[config.mk]
export PLATFORM = sky130hd
export DESIGN_NAME = wb_port_arbiter_flat
export DESIGN_NICKNAME = d
export VERILOG_FILES = /design/src/rtl/wb_port_arbiter_pkg.sv /design/src/rtl/wb_port_arbiter_if.sv /design/src/rtl/wb_port_arbiter_llu_fifo.sv /design/src/rtl/wb_port_arbiter.sv /design/src/flat_wrapper.sv
export SDC_FILE = /design/constraint.sdc
export NUM_CORES = 1
export LEC_CHECK = 0
export CAP_MARGIN = 20
export CORE_MARGIN = 5
export CORE_UTILIZATION = 35
export DETAILED_ROUTE_END_ITERATION = 8
export DONT_BUFFER_PORTS = 1
export PLACE_DENSITY = 0.53
export SETUP_SLACK_MARGIN = 0.4
export SLEW_MARGIN = 20
export SYNTH_ARGS = -nofsm -noshare
export SYNTH_HDL_FRONTEND = slang
export SYNTH_SLANG_ARGS = --single-unit
[constraint.sdc]
create_clock -name i_clk -period 4.9 [get_ports i_clk]
set_clock_uncertainty 0.15 [all_clocks]
set_input_delay 0.98 -clock i_clk [delete_from_list [all_inputs] [get_ports i_clk]]
set_output_delay 0.98 -clock i_clk [all_outputs]
set_load 0.01 [all_outputs]
[src/rtl/wb_port_arbiter_pkg.sv]
// Shared types for the register-file write-port arbiter.
// The LLU entry payload width is fixed here and matches the arbiter's default P_WIDTH.
package wb_port_arbiter_pkg;

    localparam int WB_DATA_W = 32;

    typedef logic [4:0] rf_addr_t;

    typedef enum logic {
        S_NORMAL = 1'b0,
        S_STARVE = 1'b1
    } wb_arb_state_e;

    typedef struct packed {
        rf_addr_t               rd;
        logic [WB_DATA_W-1:0]   data;
        logic                   kill;
    } llu_entry_t;

endpackage

[src/rtl/wb_port_arbiter_if.sv]
// Bundle of the pipeline, LLU and register-file write-port signals around the arbiter.
// The slave modport is the arbiter's view; the master modport is the view of its surroundings.
interface wb_port_arbiter_if #(
    parameter int P_WIDTH = 32,
    parameter int P_DEPTH = 2
);
    import wb_port_arbiter_pkg::*;

    localparam int CW = $clog2(P_DEPTH) + 1;

    logic                i_wb_valid;
    rf_addr_t            i_wb_rd;
    logic [P_WIDTH-1:0]  i_wb_data;
    logic                i_llu_valid;
    rf_addr_t            i_llu_rd;
    logic [P_WIDTH-1:0]  i_llu_data;
    logic                o_llu_ready;
    logic                o_stall_pipe;
    logic                o_rf_we;
    rf_addr_t            o_rf_rd;
    logic [P_WIDTH-1:0]  o_rf_wd;
    logic [CW-1:0]       o_fifo_count;

    modport slave (
        input  i_wb_valid, i_wb_rd, i_wb_data, i_llu_valid, i_llu_rd, i_llu_data,
        output o_llu_ready, o_stall_pipe, o_rf_we, o_rf_rd, o_rf_wd, o_fifo_count
    );

    modport master (
        output i_wb_valid, i_wb_rd, i_wb_data, i_llu_valid, i_llu_rd, i_llu_data,
        input  o_llu_ready, o_stall_pipe, o_rf_we, o_rf_rd, o_rf_wd, o_fifo_count
    );

endinterface

[src/rtl/wb_port_arbiter_llu_fifo.sv]
// Purpose: small queue of LLU results with per-entry kill bits for WAW suppression.
// Latency: an entry enqueued at edge N is visible at the head from cycle N+1.
// Backpressure: o_ready from the registered count only; no enqueue while full.
module wb_llu_fifo
    import wb_port_arbiter_pkg::*;
#(
    parameter int P_WIDTH = 32,
    parameter int P_DEPTH = 2
) (
    input  logic                          i_clk,
    input  logic                          i_rst_n,
    input  logic                          i_enq,
    input  rf_addr_t                      i_enq_rd,
    input  logic [P_WIDTH-1:0]            i_enq_data,
    input  logic                          i_deq,
    input  logic                          i_kill,
    input  rf_addr_t                      i_kill_rd,
    output llu_entry_t                    o_head,
    output logic [$clog2(P_DEPTH):0]      o_count,
    output logic                          o_ready
);
    localparam int AW = $clog2(P_DEPTH);
    localparam int CW = AW + 1;

    llu_entry_t         mem [P_DEPTH];
    logic [AW-1:0]      wr_ptr;
    logic [AW-1:0]      rd_ptr;
    logic [CW-1:0]      count;
    logic [P_DEPTH-1:0] occ;
    llu_entry_t         enq_entry;

    // A slot is live when its distance from the read pointer is below the count.
    always_comb begin
        occ = '0;
        for (int i = 0; i < P_DEPTH; i++) begin
            occ[i] = ({1'b0, AW'(i) - rd_ptr} < count);
        end
    end

    always_comb begin
        enq_entry      = '0;
        enq_entry.rd   = i_enq_rd;
        enq_entry.data = WB_DATA_W'(i_enq_data);
        enq_entry.kill = 1'b0;
    end

    always_ff @(posedge i_clk) begin
        if (!i_rst_n) begin
            wr_ptr <= '0;
            rd_ptr <= '0;
            count  <= '0;
            for (int i = 0; i < P_DEPTH; i++) begin
                mem[i] <= '0;
            end
        end else begin
            for (int i = 0; i < P_DEPTH; i++) begin
                if (i_kill && occ[i] && (mem[i].rd == i_kill_rd)) begin
                    mem[i].kill <= 1'b1;
                end
            end
            // Written after the kill scan: a same-cycle enqueue is younger and must survive.
            if (i_enq) begin
                mem[wr_ptr] <= enq_entry;
                wr_ptr      <= wr_ptr + 1'b1;
            end
            if (i_deq) begin
                rd_ptr <= rd_ptr + 1'b1;
            end
            count <= count + CW'(i_enq) - CW'(i_deq);
        end
    end

    assign o_head  = mem[rd_ptr];
    assign o_count = count;
    assign o_ready = (count < CW'(P_DEPTH));

endmodule

[src/rtl/wb_port_arbiter.sv]
// Purpose: share the register-file write port between pipeline writeback and queued LLU results.
// Latency: a write granted in cycle N drives o_rf_* in cycle N+1; LLU-to-port minimum is 2 cycles.
// Backpressure: LLU sees o_llu_ready (FIFO not full); pipeline sees o_stall_pipe after starvation.
module wb_port_arbiter
    import wb_port_arbiter_pkg::*;
#(
    parameter int P_WIDTH  = 32,
    parameter int P_DEPTH  = 2,
    parameter int P_STARVE = 4
) (
    input  logic              i_clk,
    input  logic              i_rst_n,
    wb_port_arbiter_if.slave  bus
);
    localparam int CW = $clog2(P_DEPTH) + 1;
    localparam int SW = $clog2(P_STARVE + 1);

    llu_entry_t         head;
    logic [CW-1:0]      count;
    logic               fifo_ready;
    logic               fifo_nonempty;
    logic               wb_grant;
    logic               deq;
    logic               enq;
    logic               enq_accept;

    logic               rf_we_q;
    rf_addr_t           rf_rd_q;
    logic [P_WIDTH-1:0] rf_wd_q;
    logic [SW-1:0]      starve_cnt;
    wb_arb_state_e      state_q;
    wb_arb_state_e      state_d;
    logic               stall_pipe;

    // A pipeline request to x0 is treated as an idle port cycle.
    assign wb_grant      = bus.i_wb_valid && (bus.i_wb_rd != '0);
    assign fifo_nonempty = (count != '0);
    assign deq           = !wb_grant && fifo_nonempty;
    assign enq_accept    = bus.i_llu_valid && fifo_ready;
    assign enq           = enq_accept && (bus.i_llu_rd != '0);

    wb_llu_fifo #(
        .P_WIDTH (P_WIDTH),
        .P_DEPTH (P_DEPTH)
    ) u_fifo (
        .i_clk      (i_clk),
        .i_rst_n    (i_rst_n),
        .i_enq      (enq),
        .i_enq_rd   (bus.i_llu_rd),
        .i_enq_data (bus.i_llu_data),
        .i_deq      (deq),
        .i_kill     (wb_grant),
        .i_kill_rd  (bus.i_wb_rd),
        .o_head     (head),
        .o_count    (count),
        .o_ready    (fifo_ready)
    );

    always_ff @(posedge i_clk) begin
        if (!i_rst_n) begin
            rf_we_q <= 1'b0;
            rf_rd_q <= '0;
            rf_wd_q <= '0;
        end else if (wb_grant) begin
            rf_we_q <= 1'b1;
            rf_rd_q <= bus.i_wb_rd;
            rf_wd_q <= bus.i_wb_data;
        end else if (deq) begin
            // A killed head still burns the grant cycle, just without a write.
            rf_we_q <= !head.kill;
            if (!head.kill) begin
                rf_rd_q <= head.rd;
                rf_wd_q <= P_WIDTH'(head.data);
            end
        end else begin
            rf_we_q <= 1'b0;
        end
    end

    always_ff @(posedge i_clk) begin
        if (!i_rst_n) begin
            starve_cnt <= '0;
        end else if (deq || !fifo_nonempty) begin
            starve_cnt <= '0;
        end else if (wb_grant && (starve_cnt != SW'(P_STARVE))) begin
            starve_cnt <= starve_cnt + 1'b1;
        end
    end

    always_ff @(posedge i_clk) begin
        if (!i_rst_n) begin
            state_q <= S_NORMAL;
        end else begin
            state_q <= state_d;
        end
    end

    always_comb begin
        state_d    = state_q;
        stall_pipe = 1'b0;
        case (state_q)
            S_NORMAL: begin
                if (wb_grant && fifo_nonempty && (starve_cnt == SW'(P_STARVE - 1))) begin
                    state_d = S_STARVE;
                end
            end
            S_STARVE: begin
                stall_pipe = 1'b1;
                if (deq || !fifo_nonempty) begin
                    state_d = S_NORMAL;
                end
            end
            default: state_d = S_NORMAL;
        endcase
    end

    assign bus.o_llu_ready  = fifo_ready;
    assign bus.o_stall_pipe = stall_pipe;
    assign bus.o_rf_we      = rf_we_q;
    assign bus.o_rf_rd      = rf_rd_q;
    assign bus.o_rf_wd      = rf_wd_q;
    assign bus.o_fifo_count = count;

endmodule

[src/flat_wrapper.sv]
// flat-port wrapper written by rule: the top's interface ports become plain ports
module wb_port_arbiter_flat import wb_port_arbiter_pkg::*;
#(
    parameter int P_WIDTH  = 32,
    parameter int P_DEPTH  = 2,
    parameter int P_STARVE = 4
)
  (i_clk, i_rst_n, bus_i_wb_valid, bus_i_wb_rd, bus_i_wb_data, bus_i_llu_valid, bus_i_llu_rd, bus_i_llu_data, bus_o_llu_ready, bus_o_stall_pipe, bus_o_rf_we, bus_o_rf_rd, bus_o_rf_wd, bus_o_fifo_count);
  wb_port_arbiter_if #(.P_WIDTH(P_WIDTH), .P_DEPTH(P_DEPTH)) bus_i ();
  input  logic i_clk;
  input  logic i_rst_n;
  input wire logic [$bits(bus_i.i_wb_valid)-1:0] bus_i_wb_valid;
  input wire logic [$bits(bus_i.i_wb_rd)-1:0] bus_i_wb_rd;
  input wire logic [$bits(bus_i.i_wb_data)-1:0] bus_i_wb_data;
  input wire logic [$bits(bus_i.i_llu_valid)-1:0] bus_i_llu_valid;
  input wire logic [$bits(bus_i.i_llu_rd)-1:0] bus_i_llu_rd;
  input wire logic [$bits(bus_i.i_llu_data)-1:0] bus_i_llu_data;
  output wire logic [$bits(bus_i.o_llu_ready)-1:0] bus_o_llu_ready;
  output wire logic [$bits(bus_i.o_stall_pipe)-1:0] bus_o_stall_pipe;
  output wire logic [$bits(bus_i.o_rf_we)-1:0] bus_o_rf_we;
  output wire logic [$bits(bus_i.o_rf_rd)-1:0] bus_o_rf_rd;
  output wire logic [$bits(bus_i.o_rf_wd)-1:0] bus_o_rf_wd;
  output wire logic [$bits(bus_i.o_fifo_count)-1:0] bus_o_fifo_count;
  assign bus_i.i_wb_valid = bus_i_wb_valid;
  assign bus_i.i_wb_rd = bus_i_wb_rd;
  assign bus_i.i_wb_data = bus_i_wb_data;
  assign bus_i.i_llu_valid = bus_i_llu_valid;
  assign bus_i.i_llu_rd = bus_i_llu_rd;
  assign bus_i.i_llu_data = bus_i_llu_data;
  assign bus_o_llu_ready = bus_i.o_llu_ready;
  assign bus_o_stall_pipe = bus_i.o_stall_pipe;
  assign bus_o_rf_we = bus_i.o_rf_we;
  assign bus_o_rf_rd = bus_i.o_rf_rd;
  assign bus_o_rf_wd = bus_i.o_rf_wd;
  assign bus_o_fifo_count = bus_i.o_fifo_count;
  wb_port_arbiter #(.P_WIDTH(P_WIDTH), .P_DEPTH(P_DEPTH), .P_STARVE(P_STARVE)) u_core (.i_clk(i_clk), .i_rst_n(i_rst_n), .bus(bus_i));
endmodule
==> results.md <==
- Global-route wire length before repair: 19400 um
- Aggregate global-route resource usage: 14.3%
- CP endpoint kind: register
- Initial Utilization: 35.2%
- Worst-margin pin slew: 1060 ps
- Clk sinks: 123
- Status: finished clean
- Cell Chain, Critical Path: or4_4 > o21a_2 > nor2_8 > ha_1 > inv_1 > ha_1 > xnor2_1 > and2_1
- Footprint of the multi-input gates: 2160 um^2
- DRT iter0 DRCs: 125
- Synthesis Warnings: 0
- Initial antenna violation count: 0
- Cts hold-fix bufs: 0
- Avg Cell Area, Syn: 12.7 um^2
- Crit path DAT: 2940 ps
- Mapped Cells: 435
- CTS-repair resized insts: 0
- Detailed Route WL: 12600 um
- Clock latency on the worst-skew pair: 420 ps
- Post-synthesis cell area: 5530 um^2
- DRC viols: 0
- F_max: 0.360 GHz
- Crit Path Class: in -> reg
- Yosys top cell area share: 40.2%
- FILL cells: 1504
- Sw Share: 29.0%
- NetSw: 0.953 mW
- Hold WC Path Type: reg -> reg
- Internal: 2.33 mW
- Cell family with most CP delay: simple AND/OR/NAND/NOR gates
- Final hold viol count: 0
- Port Buffers: 0
- Largest net degree at the start of global routing: 50
- Register area: 3200 um^2
- Core ar.: 15700 um^2
- CP peak stage delay: 530 ps
- Yosys reg bits: 123
- Max-slew violation count: 0
- CTS tree: done
- Row cnt: 46
- Root Driver: clkbuf_16
- DR pass1 iterations: 4
- P&R area growth vs syn: 13.4%
- CP startpoint kind: input port
- Most common cell in the netlist: and2_1
- Crit path buffers/inverters: 1
- Non-filler cells, final: 662
- Reg power frac: 41.9%
- Syn nets: 518
- Avg Vias per Cell: 4.85
- Clock power frac: 37.0%
- Worst-path fanout max: 36
- CP max stage cell: or4_4
- # nets final: 516
- Hpwl dp: 7870 um
- Top cell by count, worst path: ha_1
- Post-CTS Repair Setup Buffers: 0
- Min cycle time layout: 2780 ps
- Final core utilization: 39.9%
- Distinct cells, synth: 37
- Die H: 136 um
- Max-cap check violation count: 0
- Ys async rst share: 0%
- Setup WS pre-CTS: 1680 ps
- Leak pwr: 2.42 nW
- Dominant synthesized flop cell: edfxtp_1
- Synth area leader: edfxtp_1
- Die area: 18400 um^2
- Setup TNS: 0 ps
- Share of post-route cells with drive strength above 1: 20.0%
- H-tree levels: 4
- Seq/Total Area, Yosys: 57.9%
- Post-synth EDFFs: 74
- Final setup viols: 0
- Pwr/cell area: 524 nW/um^2
- Dominant cells by area after synthesis: edfxtp_1 (40%), dfxtp_1 (18%), and2_1 (8.7%)
- Diodes inserted: 0
- Final period utilization: 56.7%
- Total CTS buffers: 17
- Vias: 3211
- Worst Path Required: 5060 ps
- RSZ-0062 raised after global routing: false
- Vias in the first global route: 3466
- Peak VDD IR: 0.000246 V
- Wire length per cell: 19.1 um
- Worst Slack Setup Final: 2120 ps
- Placed insts: 630
- Die W: 136 um
- ANT nets after route: 0
- CTS clk-pin slew, worst paths: 60 ps
- Routability congestion estimate: 0.742
- Grt total ovfl: 0
- Max clock buf depth: 2
- Slew headroom: 29.3%
- Combinational power share: 21.1%
- Synth cell count leaders: and2_1 (77), edfxtp_1 (74), dfxtp_1 (49)
- IO Pins: 120
[flip-flops by register name (all words and copies together) (netlist names), named ones only]
| name | count |
|---|---|
| u_core.starve_cnt | 3 |
| u_core.u_fifo.wr_ptr | 1 |
| u_core.u_fifo.o_count | 2 |
| u_core.bus.o_rf_wd | 32 |
| u_core.u_fifo.rd_ptr | 1 |
| u_core.state_q | 1 |
| u_core.bus.o_rf_we | 1 |
| u_core.u_fifo.mem | 76 |
| u_core.bus.o_rf_rd | 5 |
[routing by layer]
| layer | vias to the layer above | global-route usage, % | routed length [um] |
|---|---|---|---|
| li1 | 1560 | - | - |
| met1 | 1545 | 16.5 | 5270 |
| met2 | 93 | 23.0 | 5980 |
| met3 | 13 | 7.17 | 1210 |
| met4 | 0 | 4.87 | 168 |
| met5 | - | 0 | 0 |
[worst register-to-register path: cells and delay by family, from the launching register on]
family,cells,cell delay [ps]
buffers and inverters,2,720
AO/OA/AOI/OAI,2,720
flip-flops,1,460
[path summary, 6_finish.rpt]
kind	startpoint	to	slack, ps	cells past startpoint
worst max-delay path	bus_i_wb_rd[2]	u_core.u_fifo.o_count[1]$_SDFF_PN0_	2120	8
worst min-delay path	u_core.u_fifo.mem[0][0]$_SDFFE_PN0P_	u_core.u_fifo.mem[0][0]$_SDFFE_PN0P_	340	2
worst max register to register	u_core.u_fifo.o_count[1]$_SDFF_PN0_	u_core.u_fifo.mem[0][21]$_DFFE_PP_	2490	4
worst min register to register	u_core.u_fifo.mem[0][0]$_SDFFE_PN0P_	u_core.u_fifo.mem[0][0]$_SDFFE_PN0P_	340	2
[power by group through the flow]
stage	clock network, mW	logic (mW)	registers [mW]
after floorplan	0	0.580	1.36
after global placement	0	0.695	1.39
after detailed placement	0	0.707	1.40
after CTS	1.24	0.710	1.38
after global routing	1.29	0.761	1.39
final	1.22	0.693	1.37
[cells in the final DEF, fill, tap and decap left out, types with 2 or more instances in the layout]
cell and count:
clkinvlp_4 3, and2_1 77, o21ai_1 32, dfxtp_1 48, a21oi_1 3, a41oi_1 2, nor2_1 6, o21ai_2 4
nand2_1 3, nand2b_1 2, ha_1 5, nand3_1 38, mux2i_1 40, buf_4 5, edfxtp_1 74, o21ai_4 2
clkbuf_16 18, inv_1 5, clkinv_4 5, mux2_2 37, xor2_1 6, o21ai_0 2, clkinv_2 3, xnor2_1 8
[logic make-up after synthesis]
group	Yosys count	share of synthesized area, %
AOI/OAI and AO/OA	50	5.55
xor gates and xnor gates	14	2.22
adders and majority gates	5	1.13
buffers and inverters	31	3.53
DFF	123	57.9
muxes	77	14.8
and+or+nand+nor	135	14.8
[layout make-up]
class	count	area share, %
multi-input combinational	281	34.4
sequential	123	51.1
clock buffer	19	7.41
timing repair buffer	5	0.599
tap	216	4.31
inverter	5	0.299
clock inverter	13	1.88
[through the flow]
| step | instance area (um^2) | power [mW] | hold slack [ps] |
|---|---|---|---|
| floorplan | 5530 | 1.94 | 290 |
| global placement | 5690 | 2.09 | 318 |
| detailed placement | 5690 | 2.10 | 323 |
| CTS | 6270 | 3.33 | 337 |
| global route | 6270 | 3.44 | 378 |
| finish | 6270 | 3.28 | 340 |
No activity file was read; power rests on OpenSTA's default activity.
